### src/rtl/sll_pkg.sv
// Shared definitions for the RV32I logical-left shifter.
// XLEN is fixed at 32; SHAMT_W is log2(XLEN).
package sll_pkg;
    localparam int XLEN    = 32;
    localparam int SHAMT_W = 5;

    typedef logic [XLEN-1:0] word_t;
endpackage : sll_pkg

### src/rtl/sll_stage.sv
// One stage of the log-depth barrel shifter.
// When en is set, the word moves left by DIST and zeros fill the LSBs.
// When en is clear, the word passes through unchanged.
// Each output bit is a 2:1 mux.
module sll_stage
    import sll_pkg::*;
#(
    parameter int DIST = 1
) (
    input  word_t in,
    input  logic  en,
    output word_t out
);

    // Bits pushed past bit XLEN-1 are dropped.
    // The vacated low DIST bits are zero, the same as {in[XLEN-1-DIST:0], zeros}.
    always_comb begin
        out = en ? word_t'(in << DIST) : in;
    end

endmodule : sll_stage

### src/rtl/shift_left_32b.sv
// 32-bit logical left shifter (SLL/SLLI) for the RV32I execute stage.
// The combinational result `out` feeds the ALU mux directly.
// out_q/valid_q is a registered copy for the forwarding/writeback path.
// Optional feature macro: SHIFT_LEFT_32B_PIPE_EN.
// When it is defined, a pipeline register sits after the 16/8/4 stages,
// so out_q/valid_q latency becomes 2 cycles. `out` is unchanged.
//
// Valid semantics: valid_i qualifies in/shamt for the registered path only.
// There is no ready and no backpressure. A sample is taken on every rising edge.
// out_q always updates, whatever valid_i is.
// valid_q is the delayed valid_i, aligned with out_q.
// Consumers must qualify out_q with valid_q.
module shift_left_32b
    import sll_pkg::*;
(
    input  logic               clk_i,
    input  logic               rst_i,
    input  word_t              in,
    input  logic [SHAMT_W-1:0] shamt,
    input  logic               valid_i,
    output word_t              out,
    output word_t              out_q,
    output logic               valid_q
);

    word_t s16;
    word_t s8;
    word_t s4;
    word_t s2;
    word_t s1;

    // Combinational cascade, largest distance first, selected by shamt[4]..shamt[0].
    sll_stage #(.DIST(16)) u_stage16 (.in(in),  .en(shamt[4]), .out(s16));
    sll_stage #(.DIST(8))  u_stage8  (.in(s16), .en(shamt[3]), .out(s8));
    sll_stage #(.DIST(4))  u_stage4  (.in(s8),  .en(shamt[2]), .out(s4));
    sll_stage #(.DIST(2))  u_stage2  (.in(s4),  .en(shamt[1]), .out(s2));
    sll_stage #(.DIST(1))  u_stage1  (.in(s2),  .en(shamt[0]), .out(s1));

    // The zero-latency result. Reset and valid_i have no effect on it.
    always_comb begin
        out = s1;
    end

`ifdef SHIFT_LEFT_32B_PIPE_EN
    word_t      mid_data;
    logic [1:0] mid_shamt;
    logic       mid_valid;
    word_t      tail2;
    word_t      tail1;

    // Mid-pipe register: holds the partial result after the 16/8/4 stages.
    // It also holds the remaining shift bits and the valid flag.
    always_ff @(posedge clk_i or posedge rst_i) begin
        if (rst_i) begin
            mid_data  <= '0;
            mid_shamt <= '0;
            mid_valid <= 1'b0;
        end else begin
            mid_data  <= s4;
            mid_shamt <= shamt[1:0];
            mid_valid <= valid_i;
        end
    end

    // The 2/1 stages are replicated after the register.
    // This keeps the combinational `out` path free of the pipeline.
    sll_stage #(.DIST(2)) u_tail2 (.in(mid_data), .en(mid_shamt[1]), .out(tail2));
    sll_stage #(.DIST(1)) u_tail1 (.in(tail2),    .en(mid_shamt[0]), .out(tail1));

    // Output register: second cycle of the pipelined path.
    always_ff @(posedge clk_i or posedge rst_i) begin
        if (rst_i) begin
            out_q   <= '0;
            valid_q <= 1'b0;
        end else begin
            out_q   <= tail1;
            valid_q <= mid_valid;
        end
    end
`else
    // Output register: captures the combinational result every edge.
    always_ff @(posedge clk_i or posedge rst_i) begin
        if (rst_i) begin
            out_q   <= '0;
            valid_q <= 1'b0;
        end else begin
            out_q   <= out;
            valid_q <= valid_i;
        end
    end
`endif

endmodule : shift_left_32b

### config.mk
export PLATFORM = sky130hd
export DESIGN_NAME = shift_left_32b
export DESIGN_NICKNAME = d
export VERILOG_FILES = /design/src/rtl/sll_pkg.sv /design/src/rtl/sll_stage.sv /design/src/rtl/shift_left_32b.sv
export SDC_FILE = /design/constraint.sdc
export NUM_CORES = 1
export LEC_CHECK = 0
export ABC_CLOCK_PERIOD_IN_PS = 2500
export BUFFER_PORTS_ARGS = -buffer_cell sky130_fd_sc_hd__buf_4
export CAP_MARGIN = 20
export CORE_MARGIN = 2
export CORE_UTILIZATION = 46
export DETAILED_ROUTE_END_ITERATION = 7
export PLACE_DENSITY = 0.78
export RECOVER_POWER = 100
export SLEW_MARGIN = 20
export SYNTH_ARGS = -nofsm -noshare
export SYNTH_HDL_FRONTEND = slang
export SYNTH_SLANG_ARGS = --single-unit
### constraint.sdc
create_clock -name clk_i -period 2.5 [get_ports clk_i]
set_clock_uncertainty 0.1 [all_clocks]
set_input_delay 0.5 -clock clk_i [delete_from_list [all_inputs] [get_ports clk_i]]
set_output_delay 0.5 -clock clk_i [all_outputs]
set_load 0.02 [all_outputs]
==> out/metrics.cfg, run 1 <==
[power_and_ir_drop]
finalPower_uw = 2188
powerDensity_nw_per_um2 = 429.6
ir_drop_mv = 0.3961
p_leak_uw = 0.002303

[critical_path]
required_ns = 1.90
critPathMaxFanout = 6
crit_type = input port to output port
cp.arrival_ns = 2.18
crit_path_end_kind = output port
path_common_cell = buf_12
start_kind = input port
crit_chain = buf_12 > buf_12 > mux2_4 > mux4_2 > a22o_1 > a211o_1 > buf_6
critPathMaxStageDelay_ns = 0.53
crit_slowest_cell = mux4_2

[grt]
globalRouteOverflowTotal = 0
track_usage_pct = 32.66
grt_pass1_wl_mm = 18.13
grt_pass1_vias = 3386
grt_max_degree = 34
antenna_found_initial = 0

[min_path]
min_path_cells = 1
worst_hold_path_type = input port to flop

[logic_synthesis]
syn_area_per_cell_um2 = 10.24
synthDistinctLibCells = 54
synth_ff_type = dfrtp_1
ys_top_cells_by_count = 33 x dfrtp_1, 33 x mux2i_1, 20 x mux4_2
syn_inst = 285
yosys_warnings = 0
synth_enable_flop_cells = 0
syn-cell-area_um2 = 2919
yosysSeqAreaShare_pct = 28.29
yosysTopAreaCell = dfrtp_1
netlist_top_cells_area = dfrtp_1 28%, mux4_2 15%, mux2i_1 11%
ys_ff_latch = 33
syn_nets = 325
synthArstFlopShare_pct = 100.0
synth.top_cell.area_share_pct = 28.29

[sta]
final_hold_viol_count = 0
finalCritPeriodShare_pct = 111.1
layout_setup_ws_ns = -0.2785
min_period_ns = 2.779
drv_slew = 34
setup-violations-final = 24
slew_headroom_pct = -19.06
max_clock_freq_ghz = 0.3599
hold_slack_ns = 0.2329
tightest_slew_ns = 1.786
rsz0062_at_grt = true

[placed_design]
port_buffers = 104
place_congestion = 0.9278
placed_cell_area_um2 = 4312
hpwlAfterDp_mm = 7.927
pre_cts_slack_ns = -0.3706

[die]
fp-row-count = 29
die_x_um = 83.66
coreArea_um2 = 6241
floorplan.die_area_um2 = 6999
ios = 105
dieHeight_um = 83.66
start_util_pct = 46.77

[detailed_routing]
antenna_left = 0
avgRoutedWirePerCell_um = 21.69
first_pass_iters = 5
vias = 3467
viasPerCell = 6.224
drtIter0Drc = 385
drc_errors = 0
routed_wl_mm = 12.08

[clock_tree]
cts-root-buf = clkbuf_8
cts_max_path_buffers = 2
cts.sinks = 33
holdBufCountCts = 0
numCtsBuffers = 5
cts_tree = done
clkTransAtPathRegs_ns = 0.07
h-tree-depth = 2

[finish]
drive_gt1_share_pct = 58.96
final_cell_area_um2 = 5094
syn_to_final_growth_pct = 74.50
num_antenna_cells = 0
fin_nets = 519
fin_util_pct = 81.62

[job]
max_cap_viol_count = 1

[outcome]
status = finished with violations
violations = capacitance limit, slew limit, setup timing

[sequential cells by signal (all words and copies together), names as in the netlist]
signal and flops:
valid_q 1, out_q 32
[cells in the final DEF (no fill, tap or decap), types with 8 or more instances in the layout]
cell type and instances:
buf_4 139, mux2i_2 8, mux2_4 11, nand2_1 13, mux2i_1 20, dfrtp_1 33
nor2_1 11, o211ai_1 9, mux4_2 20, clkbuf_1 34, buf_6 29
[per-layer routing]
metal / vias up / routed length [µm] / track usage (%) / part of all wire, %
met1: 1696 / 4717 / 43.79 / 39
met3: 41 / 1067 / 4.946 / 8.8
met4: 0 / 369 / 10.26 / 3.1
met5: - / 0 / 0 / 0
met2: 228 / 5927 / 54.55 / 49
li1: 1502 / - / - / -
[power by group]
part           total (µW)  switching [µW]  internal [µW]
Sequential            601            13.8            588
Clock                 410             218            192
Combinational        1180             602            574
Total                2190             834           1350
[worst max-delay path, delay by kind of cell]
kind	cells	cell delay, ns
AOI/OAI and AO/OA	2	0.48
buffers and inverters	3	0.38
muxes	2	0.82
[cells by family (layout without fill, tap and decap cells)]
family / Yosys count / after routing / share of synthesized area, %
simple gates: 74 / 74 / 13.42
mux: 73 / 73 / 34.72
compound gates: 69 / 69 / 17.06
flops: 33 / 33 / 28.29
buf+inv: 36 / 231 / 6.515
[what timing repair did]
item / in CTS / in global routing
hold endpoints to repair: 0 / 0
cloned: 3 / 0
setup buffers: 24 / 12
resized for setup: 71 / 51
setup endpoints to repair: 28 / 29
pin swaps: 16 / 19
[through the flow]
stage	setup TNS (ns)	cells
6_report	-3.106	557
5_1_grt	-4.195	557
4_1_cts	-2.877	547
3_5_place_dp	-7.045	512
3_3_place_gp	-6.173	512
2_1_floorplan	-0.7885	285
[final timing paths]
check                          from        end
max                        shamt[3]    out[30]
max in group asynchronous     rst_i  out_q[20]
min in group asynchronous     rst_i   out_q[6]
min                         valid_i    valid_q
[cell type report]
class	count	area, µm²
inverters	7	26.28
clock inverters	3	17.52
clock buffers	5	68.82
multi-input cells	216	2316
repair buffers	216	1743
fillers	349	1147
flip-flops and latches	33	825.8
well taps	77	96.34
(Power assumes the default switching activity.)
==> run 2: changes to the inputs <==
--- a/config.mk
+++ b/config.mk
@@ -8,7 +8,7 @@
 export ABC_CLOCK_PERIOD_IN_PS = 2500
 export BUFFER_PORTS_ARGS = -buffer_cell sky130_fd_sc_hd__buf_4
 export CAP_MARGIN = 20
-export CORE_MARGIN = 2
+export CORE_MARGIN = 1
 export CORE_UTILIZATION = 46
 export DETAILED_ROUTE_END_ITERATION = 7
 export PLACE_DENSITY = 0.78
==> run 2 against run 1 <==
Flip-flop and latch count is the same. Worst setup slack got worse by 0.078 ns. Clock-buffer cell count did not move. Global-route usage grew 5.4 points. Wire length up 16%. The run ends with setup timing left.
==> out/metrics.cfg, run 2 (synthesis results as in run 1) <==
[die]
start_util_pct = 48.44  ; was 46.77%
coreArea_um2 = 6026  ; was 6241 µm²
die_x_um = 81.66  ; was 83.66 µm
floorplan.die_area_um2 = 6668  ; was 6999 µm²
dieHeight_um = 81.66  ; was 83.66 µm
ios = 105  ; unchanged
fp-row-count = 28  ; was 29

[detailed_routing]
antenna_left = 0  ; unchanged
drtIter0Drc = 580  ; was 385
avgRoutedWirePerCell_um = 25.15  ; was 21.69 µm
first_pass_iters = 5  ; unchanged
drc_errors = 0  ; unchanged
vias = 3792  ; was 3,467
routed_wl_mm = 14.06  ; was 12.08 mm
viasPerCell = 6.784  ; was 6.224

[finish]
stdcell_count = 559  ; was 557
final_cell_mix = 135 x buf_4, 34 x clkbuf_1, 33 x buf_6, 33 x dfrtp_1, 21 x mux2i_1  ; was 139 x buf_4, 34 x clkbuf_1, 33 x dfrtp_1, 29 x buf_6
reg_top3 = out_q: 32 flops, valid_q: 1 flops  ; unchanged
largest_register_ff_count = 32  ; unchanged
fin_nets = 523  ; was 519
drive_gt1_share_pct = 59.30  ; was 58.96%
top_register = out_q  ; unchanged
num_antenna_cells = 0  ; unchanged
syn_to_final_growth_pct = 76.30  ; was 74.50%
final_cell_area_um2 = 5146  ; was 5094 µm²
final_common_cell = buf_4  ; unchanged

[sta]
max_clock_freq_ghz = 0.3501  ; was 0.3599 GHz
setup-violations-final = 31  ; was 24
slew_headroom_pct = 46.70  ; was -19.06%
drv_slew = 0  ; was 34
finalCritPeriodShare_pct = 114.3  ; was 111.1%
hold_slack_ns = 0.2419  ; was 0.2329 ns
final_hold_viol_count = 0  ; unchanged
min_period_ns = 2.857  ; was 2.779 ns
layout_setup_ws_ns = -0.3565  ; was -0.2785 ns
rsz0062_at_grt = true  ; unchanged
tightest_slew_ns = 0.7995  ; was 1.786 ns

[clock_tree]
cts-root-buf = clkbuf_8  ; unchanged
h-tree-depth = 2  ; unchanged
numCtsBuffers = 5  ; unchanged
cts_max_path_buffers = 2  ; unchanged
cts.sinks = 33  ; unchanged
clkTransAtPathRegs_ns = 0.07  ; about the same
cts_tree = done  ; unchanged

[power_and_ir_drop]
p_leak_uw = 0.002333  ; was 0.002303 µW
finalPower_uw = 2219  ; was 2188 µW
ir_drop_mv = 0.3572  ; was 0.3961 mV
powerDensity_nw_per_um2 = 431.1  ; was 429.6 nW/µm²

[critical_path]
critPathMaxFanout = 7  ; was 6
start_kind = input port  ; unchanged
crit_type = input port to output port  ; unchanged
critPathMaxStageDelay_ns = 0.41  ; was 0.53 ns
cp.arrival_ns = 2.26  ; was 2.18 ns
crit_path_end_kind = output port  ; unchanged
required_ns = 1.90  ; about the same
crit_chain = buf_12 > buf_4 > buf_16 > mux2_4 > mux2i_1 > o21ai_0 > or3_4 > buf_6  ; was buf_12 > buf_12 > mux2_4 > mux4_2 > a22o_1 > a211o_1 > buf_6
crit_slowest_cell = or3_4  ; was mux4_2

[grt]
grt_pass1_wl_mm = 18.66  ; was 18.13 mm
grt_pass1_vias = 3487  ; was 3,386
track_usage_pct = 38.09  ; was 32.66%
globalRouteOverflowTotal = 0  ; unchanged
antenna_found_initial = 0  ; unchanged
grt_max_degree = 33  ; was 34

[outcome]
status = finished with violations  ; unchanged
violations = setup timing  ; was capacitance limit, slew limit, setup timing

[placed_design]
placed_cell_area_um2 = 4332  ; was 4312 µm²
hpwlAfterDp_mm = 8.230  ; was 7.927 mm
port_buffers = 104  ; unchanged
place_congestion = 0.9712  ; was 0.9278
post-place-cells = 513  ; was 512
pre_cts_slack_ns = -0.3628  ; was -0.3706 ns

[min_path]
min_path_cells = 1  ; unchanged
worst_hold_path_type = input port to flop  ; unchanged
min_to = valid_q  ; unchanged
worstHoldStart = valid_i  ; unchanged

[job]
max_cap_viol_count = 0  ; was 1

-- run 2: routing by layer --
metal	vias to the layer above	global-route usage, %	part of all wire [%]
met2	382	60.92	46
met5	-	0	0
li1	1500	-	-
met1	1795	48.89	35
met3	115	7.333	12
met4	0	19.30	7.6
-- run 2: worst max-delay path: cells and delay by family --
kind,cells,cell delay [ns]
AO/OA/AOI/OAI,1,0.18
buffers and inverters,4,0.55
multiplexers,2,0.61
AND/OR/NAND/NOR,1,0.41
-- run 2: final cells by class --
cell class	count	area [µm²]
fill	316	879.6
inverter	7	28.78
tap	75	93.84
sequential	33	825.8
clock inverter	3	17.52
clock buffer	5	68.82
timing repair buffer	220	1826
multi-input combinational	216	2286
-- run 2: through the flow --
stage | util [%] | TNS, ns
finish | 85.40 | -6.002
global route | 85.40 | -6.957
CTS | 83.68 | -3.099
detailed placement | 71.89 | -6.834
global placement | 71.89 | -6.190
floorplan | - | -0.7885
-- run 2: power by group --
part | internal [µW] | switching, µW | total (µW)
Sequential | 588 | 15.3 | 603
Combinational | 573 | 635 | 1210
Clock | 192 | 216 | 408
Total | 1350 | 866 | 2220
-- run 2: what timing repair did --
action                                  CTS  global route
gates resized for setup                  79            48
endpoints found under the hold margin     1             0
cloned                                    3             0
setup buffers                            25            10
pin swaps                                21            19
hold buffers                              1             0
endpoints found under the setup margin   28            30
-- run 2: worst max-delay path by stage --
stage                          to  cells past startpoint      from
after floorplan           out[19]                      7  shamt[3]
after global placement    out[30]                      7  shamt[3]
after detailed placement  out[30]                      7  shamt[3]
after CTS                 out[30]                      7  shamt[3]
after global routing      out[31]                      8  shamt[3]
final                     out[31]                      8  shamt[3]
